===== config.mk =====
export PLATFORM = sky130hd
export DESIGN_NAME = hdd_dpll_loop_filter
export DESIGN_NICKNAME = d
export VERILOG_FILES = /design/src/rtl/hdd_dpll_loop_filter.sv
export SDC_FILE = /design/constraint.sdc
export NUM_CORES = 1
export LEC_CHECK = 0
export BUFFER_PORTS_ARGS = -buffer_cell sky130_fd_sc_hd__buf_2
export CAP_MARGIN = 20
export CORE_MARGIN = 2
export CORE_UTILIZATION = 30
export CTS_BUF_LIST = sky130_fd_sc_hd__clkbuf_16
export CTS_CLUSTER_DIAMETER = 50
export DETAILED_ROUTE_END_ITERATION = 16
export SLEW_MARGIN = 10
export SYNTH_ARGS = -nofsm -noshare
export SYNTH_HDL_FRONTEND = slang
export SYNTH_SLANG_ARGS = --single-unit
export TNS_END_PERCENT = 30

===== constraint.sdc =====
create_clock -name clk -period 16.3 [get_ports clk]
set_clock_uncertainty 0.1 [all_clocks]
set_input_delay 0.815 -clock clk [delete_from_list [all_inputs] [get_ports clk]]
set_output_delay 0.815 -clock clk [all_outputs]
set_load 0.005 [all_outputs]

===== src/rtl/hdd_dpll_loop_filter.sv =====
// Phase detector and PI loop filter for the HDD digital PLL.
// Samples the NCO phase at each qualified flux edge, filters the error
// through a saturating proportional-integral path and emits a signed
// correction two cycles later. Also runs the IDLE/ACQUIRE/TRACK lock
// machine with gain switching and an edge-starvation timeout.
module hdd_dpll_loop_filter #(
    parameter int unsigned KP_SHIFT_ACQ   = 2,
    parameter int unsigned KI_SHIFT_ACQ   = 6,
    parameter int unsigned KP_SHIFT_TRK   = 4,
    parameter int unsigned KI_SHIFT_TRK   = 10,
    parameter logic [15:0] ERR_WIN        = 16'h1000,
    parameter int unsigned LOCK_COUNT     = 16,
    parameter int unsigned UNLOCK_COUNT   = 4,
    parameter int unsigned TIMEOUT_CYCLES = 1024
) (
    input  logic        clk,
    input  logic        reset,
    input  logic        enable,
    input  logic        flux_edge,
    input  logic [31:0] phase_accum,
    output logic [15:0] phase_adj,
    output logic        phase_adj_valid,
    output logic [15:0] phase_err,
    output logic        locked,
    output logic [1:0]  lock_state
);

    typedef enum logic [1:0] {
        ST_IDLE = 2'b00,
        ST_ACQ  = 2'b01,
        ST_TRK  = 2'b10
    } state_t;

    localparam logic [4:0]  KP_ACQ  = 5'(KP_SHIFT_ACQ);
    localparam logic [4:0]  KI_ACQ  = 5'(KI_SHIFT_ACQ);
    localparam logic [4:0]  KP_TRK  = 5'(KP_SHIFT_TRK);
    localparam logic [4:0]  KI_TRK  = 5'(KI_SHIFT_TRK);
    localparam logic [8:0]  LOCK_N  = 9'(LOCK_COUNT);
    localparam logic [8:0]  UNLCK_N = 9'(UNLOCK_COUNT);
    localparam logic [15:0] TMO_N   = 16'(TIMEOUT_CYCLES);

    // Pipeline stage 1: registered edge qualifier and raw error.
    logic               r_s1_valid;
    logic signed [15:0] r_s1_err;

    // Loop state registered at stage 2.
    state_t             r_state,      w_state_nxt;
    logic signed [23:0] r_integ,      w_integ_nxt;
    logic [7:0]         r_lock_cnt,   w_lock_nxt;
    logic [7:0]         r_unlock_cnt, w_unlock_nxt;
    logic [15:0]        r_idle_cnt,   w_idle_nxt;
    logic [15:0]        r_phase_adj,  w_adj_nxt;
    logic [15:0]        r_phase_err,  w_err_nxt;
    logic               r_adj_valid,  w_valid_nxt;

    // Stage-2 datapath.
    logic               w_accept;
    logic [4:0]         w_kp, w_ki;
    logic signed [24:0] w_e_ext, w_integ_sum, w_integ_n_ext;
    logic signed [23:0] w_integ_n;
    logic signed [24:0] w_p_term, w_i_term, w_sum, w_sum_neg;
    logic [15:0]        w_adj_calc;
    logic [16:0]        w_err_mag;
    logic               w_in_win;
    logic               w_unused_accum_lo;

    // Only the integer bit-cell phase matters for the detector.
    assign w_unused_accum_lo = ^phase_accum[15:0];

    // An edge is only taken once the loop has left IDLE.
    assign w_accept = enable && flux_edge && (r_state != ST_IDLE);

    // Gain pair chosen by the state before this edge updates it.
    assign w_kp = (r_state == ST_TRK) ? KP_TRK : KP_ACQ;
    assign w_ki = (r_state == ST_TRK) ? KI_TRK : KI_ACQ;

    // Saturating integrator, shifted PI sum, clamp and negate.
    always_comb begin
        w_e_ext     = {{9{r_s1_err[15]}}, r_s1_err};
        w_integ_sum = {r_integ[23], r_integ} + w_e_ext;
        if (w_integ_sum > 25'sd8388607) begin
            w_integ_n = 24'sd8388607;
        end else if (w_integ_sum < -25'sd8388607) begin
            w_integ_n = -24'sd8388607;
        end else begin
            w_integ_n = w_integ_sum[23:0];
        end
        w_integ_n_ext = {w_integ_n[23], w_integ_n};
        w_p_term      = w_e_ext >>> w_kp;
        w_i_term      = w_integ_n_ext >>> w_ki;
        w_sum         = w_p_term + w_i_term;
        w_sum_neg     = -w_sum;
        if (w_sum > 25'sd32767) begin
            w_adj_calc = 16'h8001;
        end else if (w_sum < -25'sd32767) begin
            w_adj_calc = 16'h7FFF;
        end else begin
            w_adj_calc = w_sum_neg[15:0];
        end
        // 17 bits so that |-32768| does not wrap.
        w_err_mag = r_s1_err[15] ? (17'd0 - {r_s1_err[15], r_s1_err})
                                 : {1'b0, r_s1_err};
        w_in_win  = (w_err_mag <= {1'b0, ERR_WIN});
    end

    // Next-state logic: enable/IDLE handling, edge update, timeout.
    always_comb begin
        // NOTE: every output of this block gets a default first, so no path leaves a latch behind.
        w_state_nxt  = r_state;
        w_integ_nxt  = r_integ;
        w_lock_nxt   = r_lock_cnt;
        w_unlock_nxt = r_unlock_cnt;
        w_idle_nxt   = r_idle_cnt;
        w_adj_nxt    = r_phase_adj;
        w_err_nxt    = r_phase_err;
        w_valid_nxt  = 1'b0;

        if (!enable || (r_state == ST_IDLE)) begin
            // Hold the loop cleared; leave IDLE one cycle after enable rises.
            w_state_nxt  = enable ? ST_ACQ : ST_IDLE;
            w_integ_nxt  = '0;
            w_lock_nxt   = '0;
            w_unlock_nxt = '0;
            w_idle_nxt   = '0;
            w_err_nxt    = '0;
        end else begin
            if (w_accept) begin
                w_idle_nxt = '0;
            end else if (r_idle_cnt < TMO_N) begin
                w_idle_nxt = r_idle_cnt + 16'd1;
            end

            if (r_s1_valid) begin
                // An edge's own update wins over a coincident timeout.
                w_integ_nxt = w_integ_n;
                w_adj_nxt   = w_adj_calc;
                w_err_nxt   = r_s1_err;
                w_valid_nxt = 1'b1;
                if (r_state == ST_TRK) begin
                    if (w_in_win) begin
                        w_unlock_nxt = '0;
                    end else if ({1'b0, r_unlock_cnt} + 9'd1 == UNLCK_N) begin
                        w_state_nxt  = ST_ACQ;
                        w_unlock_nxt = '0;
                        w_lock_nxt   = '0;
                    end else begin
                        w_unlock_nxt = r_unlock_cnt + 8'd1;
                    end
                end else begin
                    if (!w_in_win) begin
                        w_lock_nxt = '0;
                    end else if ({1'b0, r_lock_cnt} + 9'd1 == LOCK_N) begin
                        w_state_nxt  = ST_TRK;
                        w_lock_nxt   = '0;
                        w_unlock_nxt = '0;
                    end else begin
                        w_lock_nxt = r_lock_cnt + 8'd1;
                    end
                end
            end else if (r_idle_cnt == TMO_N) begin
                // Edge starvation: fall back to acquisition from scratch.
                w_state_nxt  = ST_ACQ;
                w_integ_nxt  = '0;
                w_lock_nxt   = '0;
                w_unlock_nxt = '0;
            end
        end
    end

    // All loop registers, including the pipeline, with synchronous reset.
    always_ff @(posedge clk) begin
        // NOTE: sequential state uses non-blocking assignments so every register sees pre-edge values.
        if (reset) begin
            r_s1_valid   <= 1'b0;
            r_s1_err     <= '0;
            r_state      <= ST_IDLE;
            r_integ      <= '0;
            r_lock_cnt   <= '0;
            r_unlock_cnt <= '0;
            r_idle_cnt   <= '0;
            r_phase_adj  <= '0;
            r_phase_err  <= '0;
            r_adj_valid  <= 1'b0;
        end else begin
            r_s1_valid   <= w_accept;
            r_s1_err     <= phase_accum[31:16];
            r_state      <= w_state_nxt;
            r_integ      <= w_integ_nxt;
            r_lock_cnt   <= w_lock_nxt;
            r_unlock_cnt <= w_unlock_nxt;
            r_idle_cnt   <= w_idle_nxt;
            r_phase_adj  <= w_adj_nxt;
            r_phase_err  <= w_err_nxt;
            r_adj_valid  <= w_valid_nxt;
        end
    end

    assign phase_adj       = r_phase_adj;
    assign phase_adj_valid = r_adj_valid;
    assign phase_err       = r_phase_err;
    assign locked          = (r_state == ST_TRK);
    assign lock_state      = r_state;

endmodule


=== Word-level counts from Yosys, hierarchy flattened ===
Cells that the tools add are included.

* Register bits after elaboration: 108
* Latch bits: 0
* Memory bits (writable): 0
* ROM bits: 0
* Input bits: 36
* Output and inout port bits: 36
* Word-level logic and storage cells: 86
* Memories: 0

* Add/sub/neg operators: 9
* Multipliers: 0
* Divide/modulo/power cells: 0
* Magnitude comparators: 6
* Eq/ne operators: 12
* Shift operators: 2
* Multiplexer cells: 32
* Bitwise logic cells: 1
* Reduce and logical (&&, ||, !) cells: 14

{| class="wikitable"
|+ Operators with widths
! kind !! number
|-
| $mux W8 || 13
|-
| $mux W24 || 4
|-
| $mux W16 || 2
|-
| $add A24 B16 Y25 || 1
|-
| $add A25 B25 Y25 || 1
|-
| $gt A25 B16 Y1 const B || 1
|-
| $gt A25 B24 Y1 const B || 1
|-
| $lt A25 B16 Y1 const B || 1
|-
| $lt A25 B24 Y1 const B || 1
|-
| $sshr A16 B3 Y25 || 1
|-
| $sshr A24 B4 Y25 || 1
|-
| $add A8 B1 Y9 const B || 2
|-
| $le A17 B13 Y1 const B || 1
|-
| $mux W17 || 1
|-
| $sub A1 B16 Y17 const A || 1
|-
| $add A16 B1 Y16 const B || 1
|-
| $add A8 B1 Y8 const B || 2
|-
| $eq A16 B11 Y1 const B || 1
|-
| $lt A16 B11 Y1 const B || 1
|-
| $mux W2 || 8
|-
| $neg A16 Y16 || 1
|-
| $eq A9 B3 Y1 const B || 1
|-
| $eq A9 B5 Y1 const B || 1
|-
| $ne A3 B2 Y1 const B || 3
|-
| other kinds (20) || 25
|}

=== Logic depth before layout (Yosys ltp) ===
* Depth after elaboration: 9
* Mapped depth: 25
* Mapped depth without buffers: 23

=== Worst setup path before layout ===
Ideal clock, no wire load.

* Path kind: reg-to-reg
* From: reg r_s1_err[11]
* To: reg r_phase_adj[13] (netlist: phase_adj[13])
* Library setup time: 68 ps
* Arrival: 5690 ps
* Data required time: 16132 ps
* Setup slack: 10442 ps
* Stages on the path, launching flop included: 26
* Path buffers: 4
* Clock period less this slack: 5858 ps
* Cell sequence: dfxtp_1 ha_1 clkbuf_1 nand2_1 o221ai_1 a31oi_1 o41ai_1 a31oi_1 o21ai_1 clkbuf_1 nor2_1 clkbuf_1 a31oi_1 ha_1 inv_1 fa_1 nand2b_1 a21oi_1 xnor2_1 a32oi_1 or3_4 or4b_4 a31oi_4 buf_6 o21bai_2 a21oi_2

* Longest elaborated chain between the ends: 9
* Elaborated cells between the ends (all ways): 13
* Those cells by class: add/sub: 3; order compare: 4; shift: 2; mux: 4

{| class="wikitable"
|+ RTL lines
! item !! RTL line !! text
|-
| from (decl) || 44 || <nowiki>logic signed [15:0] r_s1_err;</nowiki>
|-
| from (signal assigned) || 186 || <nowiki>r_s1_err <= phase_accum[31:16];</nowiki>
|-
| $add A24 B16 Y25 || 80 || <nowiki>w_integ_sum = {r_integ[23], r_integ} + w_e_ext;</nowiki>
|-
| $lt A25 B24 Y1 || 83 || <nowiki>end else if (w_integ_sum < -25'sd8388607) begin</nowiki>
|-
| $mux W24 || 83 ||
|-
| $mux W24 || 81 || <nowiki>if (w_integ_sum > 25'sd8388607) begin</nowiki>
|-
| $sshr A24 B4 Y25 || 90 || <nowiki>w_i_term = w_integ_n_ext >>> w_ki;</nowiki>
|-
| $add A25 B25 Y25 (*) || 91 || <nowiki>w_sum = w_p_term + w_i_term;</nowiki>
|-
| $lt A25 B16 Y1 or $neg A16 Y16 (tied branches) || 95, 92 ||
|-
| $mux W16 || 95 || <nowiki>end else if (w_sum < -25'sd32767) begin</nowiki>
|-
| $mux W16 (*) || 93 || <nowiki>if (w_sum > 25'sd32767) begin</nowiki>
|-
| to (signal assigned) || 192 || <nowiki>r_phase_adj <= w_adj_nxt;</nowiki>
|-
| to (decl) || 52 || <nowiki>logic [15:0] r_phase_adj, w_adj_nxt;</nowiki>
|}

Mark *: on every way between the ends. The rest lies on a longest branch, timed or not.
A chain may end at the register's enable or synchronous reset.

=== Worst setup path in the final report ===
* From: reg r_s1_err[0]
* To: reg r_phase_adj[4] (netlist: phase_adj[4])

Same word-level chain as after synthesis.

==> run summary <==
count of cell types in the netlist - 82
WHS - 0.3443 ns
Num CTS Buffers - 9
leakage - 3.605 nW
crit path launch - r_s1_err[0]$_SDFF_PP0_
Top-Level Pins - 72
final setup fails - 0
largest net degree at the start of global routing - 38
initial antenna violation count - 0
critical path startpoint category - flop
sequential-to-total area share from yosys stat - 26.41%
DRT Pass-1 Iters - 5
Post-synth EDFFs - 0
cell area after layout - 0.009022 mm2
Worst Hold Depth - 2
Detailed Route WL - 22630 um
Clock Latency Late Sink - 0.37 ns
Worst Setup End Kind - flop
GRT Util Overall - 15.88%
reg-to-reg slack, setup - 9.25 ns
worst slack, placed - 9.334 ns
crit path capture - phase_adj[4]$_SDFFE_PP0P_
synth warn - 0
Port-buffer cells - 55
Core ar. - 0.02688 mm2
final hold viol count - 0
Site Rows - 60
Finished Layout Cells - 1464
synth-to-layout area growth - 10.23%
RSZ-0062 raised after global routing - no
overall power - 0.6466 mW
CTS Hold Bufs - 0
period utilization - 43.25%
vias in the first global route - 7319
H-tree depth - 3
routability cong. - 0.8600
fin nets - 1206
placed cells - 1448
Synth top cells by count - nand2_1, nor2_1, dfxtp_1
Final WS setup - 9.251 ns
Critical Path Fanout Max - 27
most used flip-flop cell after synthesis - dfxtp_1
Largest stage delay, worst path - 0.64 ns
Hold Crit Class - reg2reg
clock root cell - clkbuf_16
Slowest-stage cell, CP - or4b_4
Chip Height - 169.2 um
TritonCTS clock tree - done
TritonCTS Sinks - 108
IR drop worst, VDD - 0.06502 mV
Synth Register Bits - 108
Worst EP required - 16.50 ns
Post-DP Area - 0.008687 mm2
Syn Inst Count - 1108
MaxCap Viol Count - 0
die width - 169.2 um
layout cells sized above 1 - 9.172%
most used cell, CP - a21oi_1
vias per inst - 5.450
R2R depth - 22
final-report max-slew violation count - 0
fill cell count - 2868
Post-DP HPWL - 17010 um
synthesized area - 0.008185 mm2
largest area contributor in the netlist - dfxtp_1
final core utilization - 33.57%
worst-margin pin slew - 0.9332 ns
Clock transition at path regs - 0.09 ns
critical path class - reg2reg
Setup TNS Final - 0 ns
gr ovfl total - 0
CTS Buffer Depth - 2
Post-CTS Setup Bufs - 0
Rel. slew slack - 37.56%
async set-reset flop share out of synthesis - 0%
Max Clock Freq - 141.9 MHz
Pwr Density - 71.67 mW/mm2
DR WL/cell - 15.46 um
Die ar. - 0.02862 mm2
top post-synthesis cells by area - dfxtp_1, ha_1, nand2_1
Tmin final - 7.049 ns
PostCTS Resize Cnt - 0
crit path cell chain - ha_1 > fa_1 > a21oi_1 > o211ai_1 > a31oi_1 > o41ai_1 > a31oi_1 > o21ai_2 > buf_4 > and2_1 > a211oi_1 > nor2_1 > ha_1 > a21oi_1 > o21ai_1 > or2_0 > o221ai_1 > nand4_1 > or4b_4 > a31oi_4 > o21bai_1 > a21oi_1
worst r2r src - r_s1_err[0]$_SDFF_PP0_
Arr. time, crit path - 7.25 ns
DR iter-0 viols - 645
status - complete, no violations
synthesized area per cell - 7.388 um2
ant diodes - 0
RR Endpoint - phase_adj[4]$_SDFFE_PP0P_
Routed Antenna Nets - 0
top-count cell post-synth - nand2_1
Starting Density - 30.46%
DRC Markers - 0
vias - 7979
Yosys top cell area share - 26.41%
Syn Nets - 1196
first-pass GRT wire length - 37390 um
==> cell usage in the layout (no fill, tap or decap), types with 7 or more instances in the layout <==
cell type	netlist	final
nor3_1	27	27
nand2_1	147	147
or3_1	10	10
buf_2	3	55
nor4_1	9	9
o22ai_1	9	9
inv_1	32	32
clkbuf_16	0	9
nand2b_1	14	14
dfxtp_1	108	108
ha_1	50	50
o21ai_1	15	14
nor2b_1	17	17
a22o_1	7	7
xnor2_1	28	28
nand3_1	61	61
a211oi_1	18	18
nor2_1	110	110
o21bai_1	9	9
a31oi_1	13	13
a21oi_1	68	68
nand4_1	26	26
o21ai_0	60	60
o211ai_1	7	7
a21o_1	11	11
o221ai_1	8	8
and2_1	14	14
o21a_1	7	7
xor2_1	30	30
and3_1	13	13
mux2i_1	22	22
==> registers in the layout, summed over array words and instances (netlist names) <==
name	flops
phase_adj	16
r_lock_cnt	8
r_idle_cnt	16
r_s1_err	16
r_s1_valid	1
phase_adj_valid	1
lock_state	2
r_unlock_cnt	8
r_integ	24
phase_err	16
==> worst min path at each step <==
stage                                           start                     endpoint  slack, ns
after detailed placement    phase_adj[7]$_SDFFE_PP0P_    phase_adj[7]$_SDFFE_PP0P_       0.34
final                       phase_adj[3]$_SDFFE_PP0P_    phase_adj[3]$_SDFFE_PP0P_       0.34
after floorplan           r_idle_cnt[14]$_SDFFE_PP0N_  r_idle_cnt[14]$_SDFFE_PP0N_       0.32
after global placement    r_idle_cnt[13]$_SDFFE_PP0N_  r_idle_cnt[13]$_SDFFE_PP0N_       0.34
after CTS                   phase_adj[7]$_SDFFE_PP0P_    phase_adj[7]$_SDFFE_PP0P_       0.35
after global routing        phase_adj[1]$_SDFFE_PP0P_    phase_adj[1]$_SDFFE_PP0P_       0.36
==> cell type report <==
class                           instances  area [um2]  area share (%)
Multi-Input combinational cell        905        5654           62.67
Sequential cell                       108        2162           23.96
Tap cell                              341       426.7           4.729
Timing Repair Buffer                   61       320.3           3.550
Clock buffer                            9       225.2           2.496
Inverter                               33       123.9           1.373
Clock inverter                          7       110.1           1.220
==> worst max-delay path, delay by kind of cell (launching register included) <==
kind,cells,cell delay [ns]
buffers and inverters,1,0.31
and+or+nand+nor,5,1.64
adders and majority gates,3,0.84
AOI/OAI and AO/OA,13,3.60
DFF,1,0.45
==> layer usage <==
| layer | wire [um] | vias to the layer above | GRT usage [%] |
|---|---|---|---|
| met5 | 0 | - | 0 |
| met3 | 1300 | 23 | 2.425 |
| met4 | 352 | 0 | 4.125 |
| li1 | - | 4025 | - |
| met1 | 11310 | 3702 | 23.06 |
| met2 | 9669 | 229 | 24.49 |
==> where the power goes <==
part           total [mW]  switching [mW]  internal, mW  leakage [nW]
registers           0.273         0.00704         0.266         0.874
clock network       0.251           0.113         0.138         0.165
logic               0.122          0.0770        0.0453          2.57
total               0.647           0.197         0.449          3.61
==> logic make-up after synthesis <==
group	share of synthesized area, %
flops	26.41
buf+inv	4.555
xor+xnor	6.206
simple gates	28.54
fa+ha+maj	8.132
mux	2.828
compound gates	23.33
(Power assumes the default switching activity.)
